--- src/rtl/debounce_defs.sv ---
// Shared state encoding for the button debouncer channels.
// Benches can reference these names to probe per-channel state.
package debounce_defs;

  typedef enum logic [1:0] {
    LOW       = 2'b00,
    WAIT_HIGH = 2'b01,
    HIGH      = 2'b10,
    WAIT_LOW  = 2'b11
  } db_state_e;

endpackage

--- src/rtl/debounce_channel.sv ---
// One button channel: two-flop synchronizer, stable-time counter and
// 4-state FSM producing a registered level plus rise/fall strobes.
module debounce_channel
  import debounce_defs::*;
#(
  parameter int DB_CYCLES = 1_000_000
) (
  input  logic clk,
  input  logic rst_n,
  input  logic btn,
  output logic level,
  output logic rise,
  output logic fall
);

  function automatic int cnt_width(input int n);
    return (n <= 1) ? 1 : $clog2(n);
  endfunction

  localparam int               CNT_W    = cnt_width(DB_CYCLES);
  localparam logic [CNT_W-1:0] CNT_LAST = CNT_W'(DB_CYCLES - 1);

  logic             s1;
  logic             s2;
  db_state_e        state;
  db_state_e        state_next;
  logic [CNT_W-1:0] cnt;
  logic [CNT_W-1:0] cnt_next;
  logic             level_next;
  logic             rise_next;
  logic             fall_next;

  always_ff @(posedge clk) begin
    if (!rst_n) begin
      s1    <= 1'b0;
      s2    <= 1'b0;
      state <= LOW;
      cnt   <= '0;
      level <= 1'b0;
      rise  <= 1'b0;
      fall  <= 1'b0;
    end else begin
      s1    <= btn;
      s2    <= s1;
      state <= state_next;
      cnt   <= cnt_next;
      level <= level_next;
      rise  <= rise_next;
      fall  <= fall_next;
    end
  end

  // Any opposite sample while waiting returns to the origin state, so a
  // partial count is discarded and the next attempt restarts from zero.
  always_comb begin
    state_next = state;
    cnt_next   = cnt;
    level_next = level;
    rise_next  = 1'b0;
    fall_next  = 1'b0;
    case (state)
      LOW: begin
        if (s2) begin
          state_next = WAIT_HIGH;
          cnt_next   = '0;
        end
      end
      WAIT_HIGH: begin
        if (!s2) begin
          state_next = LOW;
        end else if (cnt == CNT_LAST) begin
          state_next = HIGH;
          cnt_next   = '0;
          level_next = 1'b1;
          rise_next  = 1'b1;
        end else begin
          cnt_next = cnt + CNT_W'(1);
        end
      end
      HIGH: begin
        if (!s2) begin
          state_next = WAIT_LOW;
          cnt_next   = '0;
        end
      end
      WAIT_LOW: begin
        if (s2) begin
          state_next = HIGH;
        end else if (cnt == CNT_LAST) begin
          state_next = LOW;
          cnt_next   = '0;
          level_next = 1'b0;
          fall_next  = 1'b1;
        end else begin
          cnt_next = cnt + CNT_W'(1);
        end
      end
      default: begin
        state_next = LOW;
        cnt_next   = '0;
      end
    endcase
  end

endmodule

--- src/rtl/button_debouncer.sv ---
// Multi-channel push-button conditioner: N_BTN independent debounce
// channels whose outputs are concatenated into bit vectors.
module button_debouncer #(
  parameter int N_BTN     = 5,
  parameter int DB_CYCLES = 1_000_000
) (
  input  logic             i_CLK,
  input  logic             i_RST_N,
  input  logic [N_BTN-1:0] i_BTN,
  output logic [N_BTN-1:0] o_LEVEL,
  output logic [N_BTN-1:0] o_RISE,
  output logic [N_BTN-1:0] o_FALL
);

  for (genvar n = 0; n < N_BTN; n++) begin : g_ch
    debounce_channel #(
      .DB_CYCLES(DB_CYCLES)
    ) u_ch (
      .clk  (i_CLK),
      .rst_n(i_RST_N),
      .btn  (i_BTN[n]),
      .level(o_LEVEL[n]),
      .rise (o_RISE[n]),
      .fall (o_FALL[n])
    );
  end

endmodule

--- config.mk ---
export PLATFORM = sky130hd
export DESIGN_NAME = button_debouncer
export DESIGN_NICKNAME = d
export VERILOG_FILES = /design/src/rtl/debounce_defs.sv /design/src/rtl/debounce_channel.sv /design/src/rtl/button_debouncer.sv
export SDC_FILE = /design/constraint.sdc
export NUM_CORES = 1
export LEC_CHECK = 0
export BUFFER_PORTS_ARGS = -buffer_cell sky130_fd_sc_hd__buf_2
export CORE_MARGIN = 2
export CORE_UTILIZATION = 55
export DETAILED_ROUTE_END_ITERATION = 10
export PLACE_DENSITY_LB_ADDON = 0.05
export SLEW_MARGIN = 20
export SYNTH_ARGS = -nofsm -noshare
export SYNTH_HDL_FRONTEND = slang
export SYNTH_HIERARCHICAL = 1
export SYNTH_SLANG_ARGS = --single-unit
--- constraint.sdc ---
create_clock -name i_CLK -period 2.4 [get_ports i_CLK]
set_input_delay 0.36 -clock i_CLK [delete_from_list [all_inputs] [get_ports i_CLK]]
set_output_delay 0.36 -clock i_CLK [all_outputs]
set_load 0.005 [all_outputs]
-- Word level (Yosys, flattened, before mapping)
Cells that the tools add are included.
- add/subtract/negate cells: 5
- equality and inequality tests: 60
- mux-type cells: 95
- bitwise gates (word level): 6
- reductions and logical operators: 35
- operators by type and width (cell ; number):
    20-bit 2-to-1 mux ; 25
    20-bit one-hot mux with 4 select lines ; 5
    20-bit by 1-bit adder with 20-bit output (second input constant) ; 5
    20-bit equality test (second input constant) ; 5
    2-bit 2-to-1 mux ; 30
    2-bit by 1-bit inequality test with 1-bit output (second input constant) ; 20
    2-bit one-hot mux with 4 select lines ; 5
    4-bit AND reduction ; 10
    1-bit 2-to-1 mux ; 25
    5-bit AND reduction ; 5
    2-bit equality test (second input constant) ; 10
    2-bit inequality test (second input constant) ; 10
    3-bit by 1-bit inequality test with 1-bit output (second input constant) ; 5
    3-bit inequality test (second input constant) ; 5
    3-bit AND reduction ; 5
    3-bit OR reduction ; 5
    2-bit by 1-bit equality test with 1-bit output (second input constant) ; 5
    2-bit zero test ; 5
    1-bit one-hot mux with 2 select lines ; 5
    2-bit nonzero test ; 5
    1-bit NOT ; 6
- flip-flop bits (word level): 135
- output and inout port bits: 15
- logic and storage cells: 236

-- Longest topological paths before layout
- word-level depth: 4
- mapped depth: 7
- gate-level depth less buffers: 5

-- By module
The synthesis kept the hierarchy.
- modules (own cells, without submodules) (module ; instances ; cells an instance ; area an instance (sq um)):
    debounce_channel at g_ch[0].u_ch ... ; 4 ; 143 ; 1320.0
    debounce_channel at g_ch[1].u_ch ; 1 ; 140 ; 1204.9

-- Worst setup path before layout
No wires, ideal clock.
- path type: register to register
- start: register g_ch[1].u_ch.cnt[0]
- end: register g_ch[1].u_ch.cnt[18]
- arrival time: 1897 ps
- setup slack: 433 ps
- stages on the path, launching flop included: 7
- buffers on the path: 1
- cells stage by stage: dfxtp_1 > ha_1 > nand3_1 > or4_1 > buf_2 > or4_1 > a21oi_1
- word-level cells in the longest chain between the ends: 4
- elaborated cells on any way between the ends: 6
- those cells by class: 1 x add/sub; 1 x eq/ne; 4 x mux
- ends and longest elaborated chain (item ; RTL line ; RTL):
    start: declaration ; debounce_channel.sv:27 ; logic [CNT_W-1:0] cnt;
    start signal: assignment ; debounce_channel.sv:46 ; cnt <= cnt_next;
    20-bit by 1-bit adder with 20-bit output / 20-bit equality test (equally long branches) ; - ;
    20-bit 2-to-1 mux (*) ; debounce_channel.sv:71, debounce_channel.sv:89 ;
    20-bit 2-to-1 mux, on equally long branches ; debounce_channel.sv:87, debounce_channel.sv:69 ;
    20-bit one-hot mux with 4 select lines (*) ; debounce_channel.sv:61 ; case (state)
Every way passes the cells marked *; elsewhere a longest branch is shown, timed or not. The select of a mux whose other input is x is not followed.
A chain may end at the register's enable or synchronous reset.

-- Worst setup path after layout
Ends and elaborated chain as after synthesis.

==> out/qor.csv <==
stage,metric,value,unit
clock_network,Max Root-Sink Buffers,2,
placed_design,Port Buf Inserts,21,
critical_path,required time worst endpoint,2750,ps
cells_and_area,Layout Area Growth over Synthesis,13.9,%
cells_and_area,final-stage net count,750,
sta,part of the cycle the worst path needs,91.0,%
synth,share of Yosys cell area claimed by the top area cell type,41.7,%
global_routing,maximum number of pins on one net before global-route repair,27,
synth,largest family of logic cells by synthesized area,simple AND/OR/NAND/NOR gates,
power,P_sw,1050,uW
placed_design,GP Congestion,0.795,
drt,residual antenna-violating net count after detailed routing,0,
synth,per-instance average area after synthesis,9.11,sq um
synth,multiplexer share of the synthesized area,0,%
synth,sequential cell area fraction in the yosys report,41.7,%
critical_path,launching point of the worst reg2reg path,g_ch[1].u_ch/cnt[0],
clock_network,Worst-path clk slew,60,ps
power,leakage component of the power,0.00251,uW
cells_and_area,"commonest non-fill, non-tap cell in the layout",sky130_fd_sc_hd__dfxtp_1,
cells_and_area,core utilization of the finished layout,64.4,%
critical_path,Critical Path Source,g_ch[1].u_ch/cnt[0],
clock_network,count of clock tree sinks,135,
synth,total nets after synthesis,724,
outcome,run status,finished clean,
synth,Netlist Area Pre-Place,0.00648,sq mm
floorplanning,number of standard-cell rows in the floorplan,39,
global_routing,GR met2 Demand/Resource,37.9,%
synth,"synthesized-area fraction occupied by ao, oa, aoi and oai cells",14.0,%
placed_design,half-perimeter wire length after placement,9030,um
floorplanning,initial core utilization,56.6,%
synth,adder-cell area share of the yosys netlist,0.965,%
clock_network,clock insertion delay at the later pin of the skew report,420,ps
floorplanning,die height,113,um
power,Sw Ratio,19.7,%
floorplanning,I/O pins,22,
sta,setup slack of the critical path after layout,216,ps
global_routing,met1 track utilization from global routing,26.5,%
sta,"Slew Viols, Final",0,
sta,Fin. Hold Viols,0,
clock_network,number of buffers inserted by post-CTS setup repair,0,
clock_network,Num CTS Buffers,17,
floorplanning,Total Die Area,0.0127,sq mm
sta,Worst Tran Pin Value,555,ps
clock_network,Post-CTS Resized,0,
drt,total length of routed wires,13200,um
sta,maximum clock rate,0.458,GHz
clock_network,TritonCTS clock tree,done,
cells_and_area,Antenna Cells,0,
global_routing,all-layer global routing usage,22.1,%
synth,count of distinct cell types in the synthesized netlist,47,
power,fraction of power consumed by the clock network,55.3,%
sta,total of endpoints with negative setup slack in the final report,0,
global_routing,grt met3 use,5.51,%
cells_and_area,Storage cell area,0.00270,sq mm
critical_path,Critical Setup Path Class,reg -> reg,
drt,Avg Vias per Cell,5.99,
sta,setup repair after global routing missed its margin,false,
critical_path,CP Data Arrival Time,2540,ps
synth,biggest area consumer among synthesized cells,sky130_fd_sc_hd__dfxtp_1,
power,Max rail drop VDD,0.958,mV
hold_path,path category of the worst min-delay check,in -> reg,
global_routing,number of antenna violations at the first check in global routing,0,
cells_and_area,"commonest cells after routing, fill and taps aside","sky130_fd_sc_hd__dfxtp_1, sky130_fd_sc_hd__nor2_1, sky130_fd_sc_hd__nand2_1",
clock_network,"Hold-fix buffers, CTS",0,
drt,Detailed Routing Iterations Pass 1,4,
hold_path,critical hold path startpoint,i_BTN[3],
synth,YS warnings,6,
clock_network,root cell of the clock tree,sky130_fd_sc_hd__clkbuf_16,
drt,remaining design rule violation count,0,
synth,count of state elements after synthesis,135,
power,sequential fraction of design power,42.4,%
sta,final setup skew,5.52,ps
synth,post-synthesis cell count,712,
synth,count of flip-flops with a built-in enable after synthesis,0,
sta,worst hold margin,141,ps
critical_path,type of origin of the critical path,flop,
sta,shortest period the worst path allows,2180,ps
global_routing,Top Usage Layer GRT,met2,
cells_and_area,post-route insts no fill,894,
synth,xor/xnor cell area share of the yosys netlist,7.22,%
cells_and_area,number of inserted filler cells in the final layout,965,
power,combinational fraction of design power,2.3,%
global_routing,via count of the first global-routing pass,5296,
drt,Iteration-0 DRC Markers,339,
sta,total negative setup slack,0,ps
sta,headroom to the max-slew limit,62.7,%
power,internal power contribution,4300,uW
drt,Via Count,5357,
synth,simple-gate share of the synthesized area,32.2,%
placed_design,pre-CTS WS,233,ps
power,Pwr Density,724,mW/mm^2
cells_and_area,total area of multi-input combinational cells,0.00353,sq mm
job,number of max-capacitance violations reported,0,
critical_path,endpoint class of the critical path,flop,
synth,share of async-settable or async-resettable flops after synthesis,0,%
critical_path,"critical path fanouts, max",9,
clock_network,Max H-tree Level,4,
synth,most area-consuming cells after synthesis,"sky130_fd_sc_hd__dfxtp_1, sky130_fd_sc_hd__xor2_1, sky130_fd_sc_hd__or3_1",
floorplanning,DIE WIDTH,113,um
synth,most instantiated flip-flop cell in the synthesis netlist,sky130_fd_sc_hd__dfxtp_1,
drt,Routed WL per cell,14.7,um
cells_and_area,share of post-route cells with drive strength above 1,15.4,%
floorplanning,area inside the core boundary,0.0115,sq mm
global_routing,overflow left after global routing,0,
global_routing,global-route wire length before repair,23400,um
placed_design,number of cells after detailed placement,862,
## flip-flops by register name (all words and copies together) (netlist names), named ones only
signal and count:
g_ch.u_ch/rise 5, g_ch.u_ch/fall 5, g_ch.u_ch/s2 5, g_ch.u_ch/level 5, g_ch.u_ch/cnt 100, g_ch.u_ch/s1 5, g_ch.u_ch/state 5
## final timing paths
path / endpoint / slack [ps] / cells past startpoint
worst max register to register: g_ch[1].u_ch/cnt[18] / 220 / 5
worst min register to register: g_ch[0].u_ch/s2 / 430 / 1
worst min-delay path: g_ch[3].u_ch/s1 / 140 / 2
worst max-delay path: g_ch[1].u_ch/cnt[18] / 220 / 5
## per-layer routing
metal	part of all wire (%)	wire length, um
met2	49	6410
met4	1.2	161
met3	3.4	444
met5	0	0
met1	47	6170
## per-stage QoR
stage                     power (uW)  area [sq um]
after CTS                       5410          7380
after floorplan                 2400          6480
after global placement          2430          6710
final                           5350          7380
after global routing            5520          7380
after detailed placement        2440          6710
## synth_stat cells, types with 9 or more instances
cell type / instances
sky130_fd_sc_hd__a21oi_1: 43
sky130_fd_sc_hd__and2_1: 11
sky130_fd_sc_hd__and3_1: 18
sky130_fd_sc_hd__and4_1: 17
sky130_fd_sc_hd__clkbuf_1: 11
sky130_fd_sc_hd__dfxtp_1: 135
sky130_fd_sc_hd__inv_1: 16
sky130_fd_sc_hd__nand2_1: 45
sky130_fd_sc_hd__nand3_1: 38
sky130_fd_sc_hd__nand4_1: 35
sky130_fd_sc_hd__nor2_1: 46
sky130_fd_sc_hd__nor3_1: 11
sky130_fd_sc_hd__nor4b_1: 10
sky130_fd_sc_hd__o211ai_1: 9
sky130_fd_sc_hd__o21ai_0: 39
sky130_fd_sc_hd__o21ai_1: 19
sky130_fd_sc_hd__o31ai_1: 14
sky130_fd_sc_hd__or3_1: 36
sky130_fd_sc_hd__or4_1: 13
sky130_fd_sc_hd__xnor2_1: 18
sky130_fd_sc_hd__xor2_1: 28
## cell families (layout without fill, tap and decap cells)
| group | count (synthesis) | in the layout |
|---|---|---|
| buf+inv | 46 | 85 |
| flops | 135 | 135 |
| compound gates | 150 | 150 |
| fa+ha+maj | 5 | 5 |
| simple gates | 326 | 326 |
| xor+xnor | 50 | 50 |
## power groups by stage
stage	clock network (uW)	registers (uW)	logic, uW
2_1_floorplan	0	2310	97.1
3_3_place_gp	0	2320	120
3_5_place_dp	0	2320	122
4_1_cts	3020	2270	122
5_1_grt	3120	2270	136
6_report	2960	2270	122
## worst max-delay path, stage by stage (launching register included)
cell	delay, ps
sky130_fd_sc_hd__dfxtp_1	380
sky130_fd_sc_hd__ha_1	210
sky130_fd_sc_hd__nand3_1	150
sky130_fd_sc_hd__or4_1	700
sky130_fd_sc_hd__or4_1	530
sky130_fd_sc_hd__a21oi_1	150
## layout make-up
type	count	area share [%]
timing repair buffer	37	3.22
clock inverter	12	3.02
tap	143	2.42
clock buffer	20	6.18
multi-input combinational	531	47.7
inverter	16	0.813
sequential	135	36.6
(Power assumes the default switching activity.)
